==> src/rtl/ahblite_led_sequencer_pkg.sv <==
// Shared definitions for the AHB-Lite LED sequencer: word offsets of the
// register map (HADDR[5:2]), CTRL bit positions and FSM state encoding.
package ahblite_led_sequencer_pkg;

    localparam logic [3:0] A_CTRL   = 4'h0;
    localparam logic [3:0] A_PERIOD = 4'h1;
    localparam logic [3:0] A_LEN    = 4'h2;
    localparam logic [3:0] A_STATUS = 4'h3;

    localparam int CTRL_EN      = 0;
    localparam int CTRL_ONESHOT = 1;

    typedef enum logic [1:0] {
        S_IDLE = 2'd0,
        S_RUN  = 2'd1,
        S_HOLD = 2'd2
    } state_t;

endpackage

==> src/rtl/ahblite_led_sequencer_timer.sv <==
// Step-period timer: counts while enabled, wraps and pulses o_step at cnt==period.
// Ports: i_clk, i_rst_n, i_clr (sync clear), i_en, i_period -> o_step.
module ahblite_led_sequencer_timer #(
    parameter int W = 24
) (
    input  logic         i_clk,
    input  logic         i_rst_n,
    input  logic         i_clr,
    input  logic         i_en,
    input  logic [W-1:0] i_period,
    output logic         o_step
);

    logic [W-1:0] r_cnt;
    logic         w_hit;

    assign w_hit  = (r_cnt == i_period);
    assign o_step = i_en & w_hit;

    always_ff @(posedge i_clk or negedge i_rst_n) begin
        if (!i_rst_n) begin
            r_cnt <= '0;
        end else if (i_clr) begin
            r_cnt <= '0;
        end else if (i_en) begin
            r_cnt <= w_hit ? '0 : r_cnt + W'(1);
        end
    end

endmodule

==> src/rtl/ahblite_led_sequencer.sv <==
// AHB-Lite slave stepping led_out through a programmable pattern table.
// Ports: AHB-Lite slave (HCLK..HRESP), led_out[7:0] LED drive, irq = STATUS.DONE.
module ahblite_led_sequencer
    import ahblite_led_sequencer_pkg::*;
#(
    parameter int DEPTH    = 8,
    parameter int PERIOD_W = 24
) (
    input  logic        HCLK,
    input  logic        HRESETn,
    input  logic        HSEL,
    input  logic [31:0] HADDR,
    input  logic [1:0]  HTRANS,
    input  logic [2:0]  HSIZE,
    input  logic [3:0]  HPROT,
    input  logic        HWRITE,
    input  logic [31:0] HWDATA,
    input  logic        HREADY,
    output logic        HREADYOUT,
    output logic [31:0] HRDATA,
    output logic        HRESP,
    output logic [7:0]  led_out,
    output logic        irq
);

    localparam int IW = $clog2(DEPTH);

    logic                w_aphase;
    logic                r_valid;
    logic                r_write;
    logic [3:0]          r_addr;
    logic                w_wr;
    logic                w_ctrl_wr;
    logic [IW-1:0]       w_pidx;
    logic [IW-1:0]       w_nidx;
    logic                w_step;
    logic                w_unused;

    logic                r_en;
    logic                r_oneshot;
    logic [PERIOD_W-1:0] r_period;
    logic [IW-1:0]       r_len;
    logic [7:0]          r_pat [DEPTH];
    logic [IW-1:0]       r_idx;
    logic                r_done;
    state_t              r_state;
    logic [7:0]          r_led;

    assign w_unused  = ^{HSIZE, HPROT, HTRANS[0], HADDR[31:6], HADDR[1:0]};
    assign HREADYOUT = 1'b1;
    assign HRESP     = 1'b0;
    assign led_out   = r_led;
    assign irq       = r_done;

    // Zero-wait slave: every address phase is followed by its data phase.
    assign w_aphase  = HSEL & HTRANS[1] & HREADY;
    assign w_wr      = r_valid & r_write;
    assign w_ctrl_wr = w_wr & (r_addr == A_CTRL);
    assign w_pidx    = r_addr[IW-1:0];
    assign w_nidx    = r_idx + IW'(1);

    always_ff @(posedge HCLK or negedge HRESETn) begin
        if (!HRESETn) begin
            r_valid <= 1'b0;
            r_write <= 1'b0;
            r_addr  <= '0;
        end else begin
            r_valid <= w_aphase;
            r_write <= HWRITE;
            r_addr  <= HADDR[5:2];
        end
    end

    always_ff @(posedge HCLK or negedge HRESETn) begin
        if (!HRESETn) begin
            r_period <= '0;
            r_len    <= '0;
            for (int i = 0; i < DEPTH; i++) r_pat[i] <= '0;
        end else if (w_wr) begin
            if (r_addr == A_PERIOD) r_period <= HWDATA[PERIOD_W-1:0];
            if (r_addr == A_LEN)    r_len    <= HWDATA[IW-1:0];
            if (r_addr[3])          r_pat[w_pidx] <= HWDATA[7:0];
        end
    end

    ahblite_led_sequencer_timer #(
        .W (PERIOD_W)
    ) u_timer (
        .i_clk    (HCLK),
        .i_rst_n  (HRESETn),
        .i_clr    (w_ctrl_wr),
        .i_en     (r_state == S_RUN),
        .i_period (r_period),
        .o_step   (w_step)
    );

    // A CTRL write takes priority over a coincident step.
    always_ff @(posedge HCLK or negedge HRESETn) begin
        if (!HRESETn) begin
            r_en      <= 1'b0;
            r_oneshot <= 1'b0;
            r_idx     <= '0;
            r_done    <= 1'b0;
            r_state   <= S_IDLE;
            r_led     <= 8'h00;
        end else if (w_ctrl_wr) begin
            r_en      <= HWDATA[CTRL_EN];
            r_oneshot <= HWDATA[CTRL_ONESHOT];
            r_done    <= 1'b0;
            if (HWDATA[CTRL_EN]) begin
                r_state <= S_RUN;
                r_idx   <= '0;
                r_led   <= r_pat[0];
            end else begin
                r_state <= S_IDLE;
                r_led   <= 8'h00;
            end
        end else if (r_state == S_RUN && w_step) begin
            if (r_idx != r_len) begin
                r_idx <= w_nidx;
                r_led <= r_pat[w_nidx];
            end else if (r_oneshot) begin
                r_state <= S_HOLD;
                r_done  <= 1'b1;
            end else begin
                r_idx <= '0;
                r_led <= r_pat[0];
            end
        end
    end

    always_comb begin
        HRDATA = '0;
        case (r_addr)
            A_CTRL:   HRDATA[1:0]          = {r_oneshot, r_en};
            A_PERIOD: HRDATA[PERIOD_W-1:0] = r_period;
            A_LEN:    HRDATA[IW-1:0]       = r_len;
            A_STATUS: HRDATA[IW+1:0]       = {r_done, (r_state == S_RUN), r_idx};
            default:  if (r_addr[3]) HRDATA[7:0] = r_pat[w_pidx];
        endcase
    end

endmodule

==> config.mk <==
export PLATFORM = sky130hd
export DESIGN_NAME = ahblite_led_sequencer
export DESIGN_NICKNAME = d
export VERILOG_FILES = /design/src/rtl/ahblite_led_sequencer_pkg.sv /design/src/rtl/ahblite_led_sequencer_timer.sv /design/src/rtl/ahblite_led_sequencer.sv
export SDC_FILE = /design/constraint.sdc
export NUM_CORES = 1
export LEC_CHECK = 0
export CAP_MARGIN = 20
export CORE_MARGIN = 8
export CORE_UTILIZATION = 45
export DETAILED_ROUTE_END_ITERATION = 8
export DONT_BUFFER_PORTS = 1
export SLEW_MARGIN = 20
export SYNTH_ARGS = -nofsm -noshare
export SYNTH_HDL_FRONTEND = slang
export SYNTH_SLANG_ARGS = --single-unit
==> constraint.sdc <==
create_clock -name HCLK -period 3.8 [get_ports HCLK]
set_input_delay 1.14 -clock HCLK [delete_from_list [all_inputs] [get_ports HCLK]]
set_output_delay 1.14 -clock HCLK [all_outputs]
set_load 0.005 [all_outputs]
* Yosys cells after proc, flatten, opt, wreduce, memory -nomap -nowiden
Index checks and enable logic that the tools add are counted.
Operators by class: equal/unequal tests 9, $add $sub $neg 2, reductions and logical operators 14, multiplexer cells 37, bitwise gates (word level) 7, magnitude comparators 3
Operators by type and width (count):
- 8-bit 2-to-1 mux | 11
- 24-bit 2-to-1 mux | 3
- 64-bit bitwise mux | 1
- 8-bit binary-select mux with 3-bit select | 2
- 24-bit by 1-bit adder with 24-bit output, second input constant | 1
- 8-bit demux with 3-bit select | 1
- 24-bit equality test | 1
- 16-bit 2-to-1 mux | 1
- 3-bit 2-to-1 mux | 5
- 4-bit by 2-bit equality test with 1-bit output, second input constant | 2
- 4-bit >= comparator, second input constant | 2
- 2-bit 2-to-1 mux | 4
- 3-bit NOT with 4-bit output | 2
- 2-bit one-hot mux with 4 select lines | 1
- 2-bit AND reduction | 4
- 2-bit one-hot mux with 3 select lines | 1
- 3-bit one-hot mux with 2 select lines | 1
- 3-bit AND reduction | 2
- 2-bit nonzero test | 3
- 1-bit bitwise AND | 5
- 1-bit 2-to-1 mux | 5
- 4-bit by 1-bit equality test with 1-bit output, second input constant | 1
- 4-bit logical NOT | 1
- 4-bit by 1-bit less-than comparator with 1-bit output, second input constant | 1
- 10 further kinds | 11
Storage, ports and cells: output and inout port bits 43, word-level logic and storage cells 92, register bits 137

* Logic depth before layout (Yosys ltp)
Gate-level depths: netlist (run 1).
depth in word-level cells 8, gate-level depth with buffers 7

* Modules after synthesis
From an unflattened synthesis (run 1), not the netlist that was laid out.
Unflattened totals: cell total of the unflattened synthesis 600, area total of the unflattened synthesis 7423.4 um2
Modules (own cells, without submodules):
- ahblite_led_sequencer | instances 1, cells an instance 434, area an instance 5893.2 um2
- ahblite_led_sequencer_timer | instances 1, cells an instance 166, area an instance 1530.2 um2

* Worst setup path before layout (run 1)
OpenSTA, ideal clock, no wires.
path kind reg2out, start point reg r_addr[0], end point out HRDATA[5], required time 2660 ps, data arrival time 1612 ps, cell stages (with the launch flop) 7, slack 1048 ps, path through dfrtp_1 > buf_2 > buf_2 > nor2b_1 > a22oi_1 > o2bb2ai_1 > a22o_1
On the way: word-level cells in the longest chain between the ends 6
RTL lines:
- from (decl) | line ahblite_led_sequencer.sv:31 | logic [3:0] r_addr;
- from (signal assigned) | line ahblite_led_sequencer.sv:70 | r_addr <= HADDR[5:2];
- 3-bit NOT with 4-bit output (implied by the code) | line ahblite_led_sequencer.sv:139 | default: if (r_addr[3]) HRDATA[7:0] = r_pat[w_pidx];
- 8-bit binary-select mux with 3-bit select | line ahblite_led_sequencer.sv:139
- 8-bit 2-to-1 mux (implied by the code) (2 in a row) | line ahblite_led_sequencer.sv:139
- 8-bit 2-to-1 mux | line ahblite_led_sequencer.sv:139
- 3-bit one-hot mux with 2 select lines * | line ahblite_led_sequencer.sv:134 | case (r_addr)
- to (decl) | line ahblite_led_sequencer.sv:20 | output logic [31:0] HRDATA,
Mark *: on every way between the ends. The rest lies on a longest branch, timed or not. The select of a mux whose other input is x is not followed.

* Final worst setup path (run 1)
start point reg r_addr[2], end point out HRDATA[1]
On the way: word-level cells in the longest chain between the ends 6
RTL lines (line):
- 3-bit NOT with 4-bit output (implied by the code) | ahblite_led_sequencer.sv:139
- 8-bit binary-select mux with 3-bit select | ahblite_led_sequencer.sv:139
- 8-bit 2-to-1 mux (implied by the code) (2 in a row) | ahblite_led_sequencer.sv:139
- 8-bit 2-to-1 mux | ahblite_led_sequencer.sv:139
- 2-bit one-hot mux with 4 select lines * | ahblite_led_sequencer.sv:134
Marked as above.

==> metrics, run 1 <==
Total Wirelength about 19 mm; WL per Instance about 23 µm; WP data required between 2000 and 3000 ps; status finished, final reports clean; Detailed Routing Iterations Pass 1 5; via count between 5,000 and 6,000; met3 Use GR 0.0665; Std-Cell Core Area about 16,000 µm²; Mapped Area roughly 7500 µm²; top_reg_cell synth dfrtp_1; Final Net Count slightly below 700; Leak Pwr just under 4 nW; post-CTS setup buffers 0; met1 Track Usage GR 0.260; relative slew slack 0.339; #FFs+latches synth between 100 and 150; DRT antenna net count 0; GRT busiest layer met2; HP Class input pin to async pin; CTS HTree Levels 4; clock slew at reported path FFs 60 ps; share of post-route cells with drive strength above 1 0.195; via density per instance 5.99; fmax 273 MHz; grt ovf 0; Syn. warnings 0; CTS Buf Count 17; CP max FO 18; Ports approximately 120; sequential fraction of the synthesis area 0.452; clock tree buffer depth 2; Syn Area/Cell ~12 µm²; CP Capture Type output pin; pin count of the biggest net entering global routing between 100 and 150; Placed Instances 810; area grow syn2layout 9.98%; nature of the critical path startpoint flip-flop; die area around 21,000 µm²; period utilization 0.963; final slew viol count 0; Resized Gates After CTS 0; min Tclk post-route between 3000 and 4000 ps; RSZ-0062 raised after global routing false; worst-case vdd ir drop 371 µV; Yosys cell types 61; DRC 0; CTS tree yes; clock sink count roughly 140; Mapped Cells 611; global-route wire length before repair slightly above 30 mm; max_cap viols 0; CTS root buf clkbuf_16; Starting Density 0.457; Worst-Margin Slew between 900 and 1000 ps; worst setup path class flip-flop to output pin; Arrival @ worst endpoint around 2500 ps; number of global-route vias before repair 5,151; fill count between 1,000 and 1,500; HPWL Detailed 13.3 mm; clk_lat worst skew between 400 and 500 ps; number of placement rows 47; starting DRC count in detailed routing roughly 440; Die X 145 µm; IO buf count 0; die span in y 145 µm; number of synthesized flops with an enable pin 0; asr flop ratio synth 1.00; Tot GR Track Use 0.187; initial antenna violation count 1; met2 Use GR 0.268; Cell Count, Final, Fillers Out around 840; CTS Hold Bufs 0; P per Cell Area ~570 nW/µm²; Hold Vio Cnt, Final 0; Final setup violation count 0; setup TNS 0 ps; setup skew after layout around 8 ps; GPL Wtd Cong roughly 0.83
routing by layer:
metal,share of wire,up-vias
li1,-,2240
met1,0.45,2593
met2,0.44,184
met3,0.088,23
met4,0.013,0
met5,0,-
state kept, by name, indices dropped and copies added, names as in the netlist, 3 cells and up:
register / flops
r_pat: 64
r_period: 24
u_timer.r_cnt: 24
led_out: 8
r_addr: 4
r_idx: 3
r_len: 3
Yosys cell counts (11+ instances only):
library cell / n / area (µm²)
and3_1: 24 / 150
buf_4: 16 / 120
clkbuf_1: 15 / 56.3
dfrtp_1: 136 / 3400
mux2_1: 76 / 856
mux2_2: 24 / 270
mux2i_1: 17 / 170
mux4_2: 28 / 631
nand2_1: 37 / 139
nand3_1: 13 / 65.1
nand4_1: 12 / 75.1
nor2_1: 30 / 113
o21ai_1: 12 / 60.1
xnor2_1: 11 / 96.3
xor2_1: 29 / 254
metrics by stage:
stage / util / total power [mW] / cell area (µm²) / hold slack [ps] / worst slack, ps
CTS: 0.503 / 4.73 / 8280 / 402 / 108
global placement: 0.468 / 3.08 / 7710 / 458 / 603
floorplan: - / 2.75 / 7560 / 442 / 1050
finish: 0.503 / 4.70 / 8280 / 424 / 140
detailed placement: 0.468 / 3.11 / 7710 / 463 / 554
global route: 0.503 / 4.93 / 8280 / 403 / 5.58
final cells by class:
type	count	area [µm²]	share of cell area
clock buffers	19	443	0.0535
well taps	220	275	0.0332
repair buffers	14	105	0.0127
clock inverters	12	128	0.0154
inverters	6	22.5	0.00272
flip-flops and latches	136	3400	0.411
diodes	1	2.50	0.000302
multi-input cells	434	3900	0.471
path summary, 6_finish.rpt:
check,depth (start not counted),startpoint,endpoint,slack (ps)
worst min-delay path,0,HRESETn,u_timer.r_cnt[14]$_DFFE_PN0P_,420
worst max register to register,6,r_addr[2]$_DFF_PN0_,led_out[7]$_DFFE_PN0P_,800
max in group asynchronous,0,HRESETn,r_pat[21]$_DFFE_PN0P_,3170
worst max-delay path,3,r_addr[2]$_DFF_PN0_,HRDATA[1],140
min in group HCLK,2,r_en$_DFFE_PN0P_,r_en$_DFFE_PN0P_,480
worst min register to register,2,r_en$_DFFE_PN0P_,r_en$_DFFE_PN0P_,480
kinds of logic (layout without fill, tap and decap cells):
logic type,Yosys count,after routing,synth area share
other cells,2,11,0.000997
buf+inv,49,51,0.0337
mux,153,153,0.272
flops,136,136,0.452
compound gates,67,67,0.0675
simple gates,161,161,0.122
xor+xnor,41,41,0.0487
fa+ha+maj,2,2,0.00332
critical path: stages, from the launching register on:
cell,delay [ps]
dfrtp_1,960
mux4_2,610
mux2_2,300
a22o_1,220
report_power, final:
group | internal [mW] | switching (mW) | leakage, nW
Clock | 0.976 | 0.631 | 0.271
Sequential | 1.62 | 0.197 | 1.81
Combinational | 0.594 | 0.686 | 1.78
cells in the final DEF (no fill, tap or decap), types with 8 or more instances in the layout:
cell       Yosys  routed
dfrtp_1      136     136
mux2_1        76      76
nand2_1       37      37
nor2_1        30      30
xor2_1        29      29
mux4_2        28      28
mux2_2        24      24
and3_1        24      24
mux2i_1       17      17
clkbuf_16      0      17
buf_4         16      14
nand3_1       13      13
o21ai_1       12      12
nand4_1       12      12
xnor2_1       11      11
conb_1         2      10
o211ai_1       8       8
mux2_4         8       8
No activity file was read; power rests on OpenSTA's default activity.
==> inputs of run 2 (changes only) <==
- ABC_CLOCK_PERIOD_IN_PS: default -> 3800
==> results of run 2 <==
No change in the layout: final DEF, timing and power equal those of run 1.
==> inputs of run 3 (changes only) <==
- ABC_AREA: default -> 1
- CORE_UTILIZATION: 45 -> 35
==> run 3 against run 2 <==
Compared with the run above:
- cell area up 0.29%
- clock power grew 6%
- count of clock-buffer cells in the layout increased by 1
- critical endpoint unchanged
- largest power group unchanged
- highest routed layer is now met5
==> metrics, run 3 <==
die span in y 163 µm (+12%); top_reg_cell synth dfrtp_1; CTS root buf clkbuf_16; number of synthesized flops with an enable pin 0 (unchanged); status finished, final reports clean; CP most frequent cell inv_2; Worst-Margin Slew 940 ps (-51.2 ps); P per Cell Area 514 nW/µm² (-9.5%); CTS HTree Levels 4 (unchanged); area grow syn2layout 10.2%; fmax 289 MHz (+6.0%); Starting Density 0.357 (-0.0999); area share of the largest cell type after synthesis 0.452 (about the same); CTS tree yes; Syn Area/Cell 7.28 µm² (-41%); clock tree buffer depth 2 (unchanged); GPL Wtd Cong 0.908 (+9.3%); starting DRC count in detailed routing 749 (+70%); min Tclk post-route 3450 ps (-206 ps); Mapped Area 7540 µm² (about the same); initial antenna violation count 1 (unchanged); Final Net Count 1,100 (+60%); CTS Buf Count 17 (unchanged); most common library cells after synthesis 292 x nand2_1, 136 x dfrtp_1, 121 x inv_1; clock slew at reported path FFs 60 ps (about the same); CP max FO 23 (+5); Final setup violation count 0 (unchanged); WP data required 2660 ps (about the same); RSZ-0062 raised after global routing false; CTS Hold Bufs 0 (unchanged); global-route wire length before repair 35.0 mm (+14%); Total Wirelength 22.1 mm (+15%); leading area contributor after synthesis dfrtp_1; Detailed Routing Iterations Pass 1 5 (unchanged); Syn. warnings 0 (unchanged); final instance area 8310 µm² (+0.29%); via count 6,803 (+35%); largest incremental delay on the critical path 500 ps (-460 ps); pin count of the biggest net entering global routing 137 (unchanged); die area 26,500 µm² (+25%); max reg flops 64 (unchanged); setup TNS 0 ps (unchanged); most numerous cell in the Yosys netlist nand2_1; Yosys cell types 38 (-38%); most common cell after layout, fill and taps aside nand2_1; DRC 0 (unchanged); Tot GR Track Use 0.169 (-0.0171); sequential fraction of the synthesis area 0.452 (about the same); relative slew slack 0.371 (+0.0318); post-CTS setup buffers 0 (unchanged); setup skew after layout 13.2 ps (+5.20 ps); grt ovf 0 (unchanged); via density per instance 5.20 (-13%); Ports 121 (unchanged); Most flops, register r_pat; Leak Pwr 4.12 nW (+6.8%); Resized Gates After CTS 0 (unchanged); worst setup path class flip-flop to output pin; CP max stage cell dfrtp_1; Std-Cell Core Area 21,100 µm² (+28%); Antenna Cells 0 (-1); number of global-route vias before repair 6,316 (+23%); Hold Vio Cnt, Final 0 (unchanged); HP Class input pin to async pin; WL per Instance 16.9 µm (-26%); DRT antenna net count 0 (unchanged); max_cap viols 0 (unchanged); largest registers r_pat x64, r_period x24, u_timer.r_cnt x24; CP Capture Type output pin; Worst Path Buf+Inv 2 (+2); clock sink count 136 (unchanged); Arrival @ worst endpoint 2310 ps (-210 ps); #FFs+latches synth 136 (unchanged); worst-case vdd ir drop 229 µV (-38%); Synth area leaders dfrtp_1 45%, nand2_1 15%, o21ai_0 7.5%, inv_1 6.0%, nor2_1 4.7%; asr flop ratio synth 1.00 (unchanged); number of placement rows 53 (+13%); most frequent cells in the layout 292 x nand2_1, 136 x dfrtp_1, 121 x inv_1; HPWL Detailed 15.8 mm (+19%); clk_lat worst skew 430 ps (about the same); final slew viol count 0 (unchanged); nature of the critical path startpoint flip-flop; share of post-route cells with drive strength above 1 0.0542 (-0.141); period utilization 0.909 (-0.0541); worst path cell trace inv_2, nand3_1, inv_2, nand2_2, o22ai_1, a221oi_1, nand2_1; crit-path leading delay family simple AND/OR/NAND/NOR gates; Placed Area 7710 µm² (about the same); Mapped Cells 1,035 (+69%); IO buf count 0 (unchanged); Die X 163 µm (+12%)
[run 3: logic make-up after synthesis]
family	share of synthesized area
flip-flops	0.452
AO/OA/AOI/OAI	0.158
buffers and inverters	0.0969
AND/OR/NAND/NOR	0.270
XOR/XNOR	0.0198
other	0.000996
adder cells (fa/ha/maj)	0.00332
[run 3: cell type report]
cell class	instances	area, µm²
repair buffers	5	37.5
multi-input cells	730	3430
clock inverters	12	151
inverters	130	490
well taps	275	344
clock buffers	20	447
flip-flops and latches	136	3400
fillers	2167	12800
[run 3: metal layers]
layer  vias up  wire length [µm]  part of all wire  global-route usage
met3        39              1610             0.073              0.0518
met2       224             10000              0.45               0.256
met1      3220              9870              0.45               0.222
li1       3318                 -                 -                   -
met5         -                12           0.00054                   0
met4         2               580             0.026              0.0692
[run 3: path summary, 6_finish.rpt]
kind	from	end	slack [ps]	cells after the start
setup reg to reg	r_addr[2]$_DFF_PN0_	r_period[8]$_DFFE_PN0P_	1070	9
hold / removal	HRESETn	r_pat[39]$_DFFE_PN0P_	400	0
max in group asynchronous	HRESETn	r_len[2]$_DFFE_PN0P_	3160	0
min in group HCLK	r_state[0]$_DFFE_PN0P_	r_state[0]$_DFFE_PN0P_	490	2
setup / recovery	r_addr[2]$_DFF_PN0_	HRDATA[1]	350	7
hold reg to reg	r_state[0]$_DFFE_PN0P_	r_state[0]$_DFFE_PN0P_	490	2
[run 3: stage by stage]
step	hold WS [ps]	setup WS (ps)	power [mW]	instances	utilization
2_1_floorplan	442	1400	2.37	1043	-
3_3_place_gp	461	803	2.56	1276	0.366
3_5_place_dp	475	783	2.58	1276	0.366
4_1_cts	397	317	4.30	1308	0.394
5_1_grt	381	142	4.51	1308	0.394
6_report	405	346	4.27	1308	0.394
[run 3: power breakdown]
part	internal [mW]	switching (mW)	leakage (nW)
clock	1.05	0.666	0.290
combinational	0.262	0.484	2.36
sequential	1.64	0.175	1.47
total	2.94	1.32	4.12
